## config.mk

```make
export PLATFORM = sky130hd
export DESIGN_NAME = fsm_code_tx_flat
export DESIGN_NICKNAME = d
export VERILOG_FILES = /design/src/rtl/fsm_code_pkg.sv /design/src/rtl/fsm_code_tx_if.sv /design/src/rtl/code_hold_timer.sv /design/src/rtl/fsm_code_tx.sv /design/src/flat_wrapper.sv
export SDC_FILE = /design/constraint.sdc
export NUM_CORES = 1
export LEC_CHECK = 0
export ABC_AREA = 1
export BUFFER_PORTS_ARGS = -buffer_cell sky130_fd_sc_hd__buf_2
export CAP_MARGIN = 20
export CORE_AREA = 2 2 39 41
export CTS_CLUSTER_DIAMETER = 150
export DETAILED_ROUTE_END_ITERATION = 8
export DIE_AREA = 0 0 41 43
export GPL_ROUTABILITY_DRIVEN = 0
export PLACE_DENSITY = 0.67
export SLEW_MARGIN = 20
export SYNTH_ARGS = -nofsm -noshare
export SYNTH_HDL_FRONTEND = slang
export SYNTH_SLANG_ARGS = --single-unit
export TNS_END_PERCENT = 20
```

## constraint.sdc

```tcl
create_clock -name clock -period 1.4 [get_ports clock]
set_input_delay 0.42 -clock clock [delete_from_list [all_inputs] [get_ports clock]]
set_output_delay 0.42 -clock clock [all_outputs]
set_load 0.01 [all_outputs]
```

## src/rtl/fsm_code_pkg.sv

```systemverilog
// Shared code-bus constants and state encodings for the code transmitter
// and the downstream 3-bit code detector.
package fsm_code_pkg;

    localparam logic [2:0] SET_CODE  = 3'b011;
    localparam logic [2:0] CLR_CODE  = 3'b100;
    localparam logic [2:0] IDLE_CODE = 3'b000;

    localparam logic [1:0] ST_IDLE = 2'd0;
    localparam logic [1:0] ST_HOLD = 2'd1;
    localparam logic [1:0] ST_GAP  = 2'd2;

    // Width of a counter that must hold values 0..max(hold, gap).
    function automatic int cnt_width(input int hold, input int gap);
        int m;
        m = (hold > gap) ? hold : gap;
        return (m < 2) ? 1 : $clog2(m + 1);
    endfunction

endpackage

```

## src/rtl/fsm_code_tx_if.sv

```systemverilog
// Level-request handshake between a requester and the code transmitter.
interface fsm_code_tx_if;

    logic req_valid;
    logic req_level;
    logic req_ready;

    modport master (output req_valid, output req_level, input  req_ready);
    modport slave  (input  req_valid, input  req_level, output req_ready);

endinterface

```

## src/rtl/code_hold_timer.sv

```systemverilog
// Loadable down-counter with a zero flag; times both the HOLD and GAP phases.
module code_hold_timer #(
    parameter int WIDTH = 2
) (
    input  logic             clock,
    input  logic             reset,
    input  logic             load,
    input  logic [WIDTH-1:0] load_value,
    output logic             zero
);

    logic [WIDTH-1:0] count;

    // NOTE: sequential state is written with <= only, so every flop samples
    // pre-edge values regardless of statement order.
    always_ff @(posedge clock) begin
        if (reset) begin
            count <= '0;
        end else if (load) begin
            count <= load_value;
        end else if (count != '0) begin
            count <= count - WIDTH'(1);
        end
    end

    assign zero = (count == '0);

endmodule

```

## src/rtl/fsm_code_tx.sv

```systemverilog
// Transmits set/clear codes to a 3-bit code detector: each code is held for
// HOLD_CYCLES, followed by GAP_CYCLES of idle code, and the detector level is mirrored.
module fsm_code_tx #(
    parameter int         HOLD_CYCLES    = 2,
    parameter int         GAP_CYCLES     = 1,
    parameter logic [2:0] SET_CODE       = fsm_code_pkg::SET_CODE,
    parameter logic [2:0] CLR_CODE       = fsm_code_pkg::CLR_CODE,
    parameter logic [2:0] IDLE_CODE      = fsm_code_pkg::IDLE_CODE,
    parameter bit         SKIP_REDUNDANT = 1'b1
) (
    input  logic               clock,
    input  logic               reset,
    fsm_code_tx_if.slave       req,
    output logic [2:0]         code,
    output logic               busy,
    output logic               level_mirror,
    output logic               done
);

    import fsm_code_pkg::ST_IDLE;
    import fsm_code_pkg::ST_HOLD;
    import fsm_code_pkg::ST_GAP;
    import fsm_code_pkg::cnt_width;

    localparam int             CW        = cnt_width(HOLD_CYCLES, GAP_CYCLES);
    localparam logic [CW-1:0]  HOLD_LOAD = CW'(HOLD_CYCLES - 1);
    localparam logic [CW-1:0]  GAP_LOAD  = CW'((GAP_CYCLES > 0) ? GAP_CYCLES - 1 : 0);

    logic [1:0]    state;
    logic          cmd_level;
    logic          first_hold;
    logic          skip_done;
    logic          accept;
    logic          redundant;
    logic          tmr_load;
    logic [CW-1:0] tmr_value;
    logic          tmr_zero;

    assign req.req_ready = (state == ST_IDLE) && !reset;
    assign accept        = req.req_valid && req.req_ready;
    assign redundant     = SKIP_REDUNDANT && (req.req_level == level_mirror);

    // NOTE: every always_comb output gets a default first so no path leaves
    // it unassigned, which would infer a latch.
    always_comb begin
        tmr_load  = 1'b0;
        tmr_value = HOLD_LOAD;
        if (state == ST_IDLE && accept && !redundant) begin
            tmr_load = 1'b1;
        end else if (state == ST_HOLD && tmr_zero && GAP_CYCLES > 0) begin
            tmr_load  = 1'b1;
            tmr_value = GAP_LOAD;
        end
    end

    code_hold_timer #(.WIDTH(CW)) u_timer (
        .clock      (clock),
        .reset      (reset),
        .load       (tmr_load),
        .load_value (tmr_value),
        .zero       (tmr_zero)
    );

    always_ff @(posedge clock) begin
        if (reset) begin
            state        <= ST_IDLE;
            code         <= IDLE_CODE;
            level_mirror <= 1'b0;
            cmd_level    <= 1'b0;
            first_hold   <= 1'b0;
            skip_done    <= 1'b0;
        end else begin
            skip_done  <= 1'b0;
            first_hold <= 1'b0;
            case (state)
                ST_IDLE: begin
                    if (accept) begin
                        if (redundant) begin
                            skip_done <= 1'b1;
                        end else begin
                            cmd_level  <= req.req_level;
                            first_hold <= 1'b1;
                            code       <= req.req_level ? SET_CODE : CLR_CODE;
                            state      <= ST_HOLD;
                        end
                    end
                end
                ST_HOLD: begin
                    // The detector samples the code on this same edge.
                    if (first_hold) level_mirror <= cmd_level;
                    if (tmr_zero) begin
                        code  <= IDLE_CODE;
                        state <= (GAP_CYCLES > 0) ? ST_GAP : ST_IDLE;
                    end
                end
                ST_GAP: begin
                    if (tmr_zero) state <= ST_IDLE;
                end
                default: state <= ST_IDLE;
            endcase
        end
    end

    assign busy = (state != ST_IDLE);
    assign done = skip_done
                | (state == ST_GAP  && tmr_zero)
                | (state == ST_HOLD && tmr_zero && GAP_CYCLES == 0);

endmodule

```

## src/flat_wrapper.sv

```systemverilog
// flat-port wrapper written by rule: the top's interface ports become plain ports
module fsm_code_tx_flat import fsm_code_pkg::ST_IDLE; import fsm_code_pkg::ST_HOLD; import fsm_code_pkg::ST_GAP; import fsm_code_pkg::cnt_width;
#(
    parameter int         HOLD_CYCLES    = 2,
    parameter int         GAP_CYCLES     = 1,
    parameter logic [2:0] SET_CODE       = fsm_code_pkg::SET_CODE,
    parameter logic [2:0] CLR_CODE       = fsm_code_pkg::CLR_CODE,
    parameter logic [2:0] IDLE_CODE      = fsm_code_pkg::IDLE_CODE,
    parameter bit         SKIP_REDUNDANT = 1'b1
)
  (clock, reset, code, busy, level_mirror, done, req_req_valid, req_req_level, req_req_ready);
  fsm_code_tx_if req_i ();
  input  logic clock;
  input  logic reset;
  output logic [2:0] code;
  output logic busy;
  output logic level_mirror;
  output logic done;
  input wire logic [$bits(req_i.req_valid)-1:0] req_req_valid;
  input wire logic [$bits(req_i.req_level)-1:0] req_req_level;
  output wire logic [$bits(req_i.req_ready)-1:0] req_req_ready;
  assign req_i.req_valid = req_req_valid;
  assign req_i.req_level = req_req_level;
  assign req_req_ready = req_i.req_ready;
  fsm_code_tx #(.HOLD_CYCLES(HOLD_CYCLES), .GAP_CYCLES(GAP_CYCLES), .SET_CODE(SET_CODE), .CLR_CODE(CLR_CODE), .IDLE_CODE(IDLE_CODE), .SKIP_REDUNDANT(SKIP_REDUNDANT)) u_core (.clock(clock), .reset(reset), .req(req_i), .code(code), .busy(busy), .level_mirror(level_mirror), .done(done));
endmodule
```

==> summary.txt <==
Clock tree
  – Clock latency at the later pin of the worst-skew pair: 0.26 ns
  – CTS tree: done
  – Clock buffer depth: 2
  – Num CTS Buffers: 3
  – Root Buffer: clkbuf_4
  – # H-tree levels: 1
  – Worst-path clk slew: around 0.070 ns
  – # clock sinks: 10

STA
  – Final setup fails: 2
  – RSZ-0062 raised after global routing: true
  – Max frequency: 0.680 GHz
  – Slew Limit Fails: 0
  – Setup_tns: -0.0801 ns
  – Crit path time final: around 1.5 ns
  – Hold slack: roughly 0.39 ns
  – Count of final hold-check violations: 0
  – Setup WS post-layout: -0.0710 ns
  – Rel. slew slack: about 90%
  – Crit share post-route: 105%
  – Worst Clk Skew: 0.00233 ns
  – Least-Margin Pin Slew: roughly 0.14 ns

Routing
  – Drt wl/cell: 8.61 um
  – ANT nets after route: 0
  – DRC: 0
  – Pre-antenna DRT Iters: 4
  – Drt total wl: 827 um
  – Total number of vias: approximately 410
  – Avg Vias per Cell: 4.23
  – DR iter-0 viols: 10

Finish
  – Post-Layout Cell Count: 96
  – Final Net Count: 86
  – Ratio of cells with drive above 1 in the final layout: 45.0%
  – P&R area growth vs syn: 31.9%
  – Final non-filler cell area: around 630 um^2
  – Ant diodes: 0

Worst setup path
  – Critical Path RT: between 0.9 and 1 ns
  – Worst setup EP type: output pin
  – Kind of critical path: flop to output pin
  – Critical path peak fanout: 2
  – CP arrival: between 1 and 1.5 ns
  – R2r setup slk: between 0.2 and 0.3 ns
  – Worst Setup Start Kind: flop

Logic synthesis
  – Sequential-to-total area share from yosys stat: a little over two fifths
  – Synthesized area per cell: between 7 and 8 um^2
  – Leading area contributor after synthesis: dfxtp_1
  – Post-synth EDFFs: 0
  – Synth Register Bits: 10
  – Top cell type's share of synthesized area: between 40% and 50%
  – Gate count of the mapped netlist: 62
  – Yosys cell types: 19
  – Main synth FF type: dfxtp_1
  – Mapped cell area: 479 um^2
  – Synth top area cells: dfxtp_1 42%, nand2_1 9.4%, inv_1 8.6%
  – Async S/R FF share, synth: 0%
  – Net Count, Synth: between 60 and 70
  – Yosys warns: 0

Floorplanning
  – Starting Density: 34.6%
  – IO Pins: 11
  – Core Rows: 14
  – Core area: approximately 0.0014 mm^2
  – Die width: between 40 and 50 um
  – Full die area: 0.00176 mm^2
  – Die height: 43 um

Placed design
  – Post-DP Area: approximately 550 um^2
  – Detailed Place HPWL: approximately 630 um
  – Dpl cells: 88
  – PortBufs: 10

Flow run
  – Max-Cap Viols: 0

Global route
  – First-pass GRT wire length: ~1.4 mm
  – Initial antenna violation count: 0
  – Largest net degree at the start of global routing: 7
  – Total track usage: between 10% and 20%
  – Vias in the first global route: 365
  – Total gr overflow: 0

Pwr
  – Peak VDD IR: about 640 uV
  – Power Dens Cells: 1990 mW/mm^2
  – Leak: 0.328 nW

Min path
  – Hold Crit Class: input pin to flop

Outcome
  – Failing checks: setup timing
  – Status: finished with violations
-- power breakdown --
group	switching (mW)	leakage, nW	internal [mW]
logic	0.302	0.224	0.310
clock network	0.103	0.0210	0.158
registers	0.0358	0.0830	0.350
total	0.441	0.328	0.817
-- cell families (layout without fill, tap and decap cells) --
logic type / after synthesis / in the layout / share of synthesized area [%]
flops: 10 / 10 / 41.8
fa+ha+maj: 1 / 1 / 2.61
compound gates: 12 / 12 / 14.1
buf+inv: 15 / 33 / 12.5
simple gates: 24 / 24 / 29.0
-- state kept, by name (all words and copies together) (netlist names) --
name	count
u_core.cmd_level	1
u_core.code	2
u_core.first_hold	1
u_core.level_mirror	1
u_core.skip_done	1
u_core.state	2
u_core.u_timer.count	2
-- placed cells by master (no fill, tap or decap), drive strengths merged --
cell type / netlist / layout
buf: 1 / 15
nand2: 14 / 14
inv: 14 / 14
dfxtp: 10 / 10
nor2: 8 / 8
a21oi: 6 / 6
o21ai: 4 / 4
clkbuf: 0 / 4
nand3: 2 / 2
o21bai: 1 / 1
o22ai: 1 / 1
ha: 1 / 1
-- worst max-delay path, stage by stage, from the launching register on --
cell and delay (ns):
dfxtp_2 0.32, inv_2 0.07, ha_4 0.14, inv_2 0.03, o21bai_1 0.10, buf_2 0.14
-- final cells by class --
type | instances | area (um^2)
clock buffers | 4 | 36.3
fillers | 139 | 752
inverters | 14 | 52.6
multi-input cells | 37 | 231
flip-flops and latches | 10 | 204
well taps | 16 | 20.0
repair buffers | 15 | 87.6
-- synth_stat cells (3+ instances only) --
| cell type | n |
|---|---|
| nand2_1 | 12 |
| inv_1 | 11 |
| dfxtp_1 | 10 |
| nor2_1 | 6 |
| a21oi_1 | 5 |
| inv_2 | 3 |
| o21ai_1 | 3 |
-- per-stage QoR --
step / power, mW / utilization [%] / worst slack [ns]
after global placement: 0.826 / 39.7 / 0.112
final: 1.26 / 45.7 / -0.0710
after CTS: 1.27 / 45.7 / -0.0877
after global routing: 1.37 / 45.7 / -0.197
after floorplan: 0.704 / - / 0.133
after detailed placement: 0.836 / 39.7 / 0.0662
-- layer usage --
| metal | GRT usage, % | vias to the layer above | wire, um |
|---|---|---|---|
| met5 | 0 | - | 0 |
| met4 | 10.0 | 0 | 15 |
| met3 | 6.28 | 2 | 23 |
| met2 | 16.6 | 7 | 380 |
| met1 | 14.3 | 172 | 407 |
| li1 | - | 225 | - |
-- path summary, 6_finish.rpt --
path                      startpoint                 endpoint  depth (start not counted)
max          u_core.u_timer.count[1]                     done                          5
min                            reset           u_core.code[2]                          2
max reg2reg  u_core.u_timer.count[1]  u_core.u_timer.count[0]                          9
min reg2reg        u_core.first_hold      u_core.level_mirror                          2
-- what timing repair did --
| action | 4_1_cts | 5_1_grt |
|---|---|---|
| endpoints found under the setup margin | 2 | 3 |
| buffers inserted | 4 | 0 |
| hold buffers | 0 | 0 |
| gates cloned | 0 | 0 |
| resized for setup | 8 | 1 |
| pin swaps | 2 | 0 |
(Power assumes the default switching activity.)
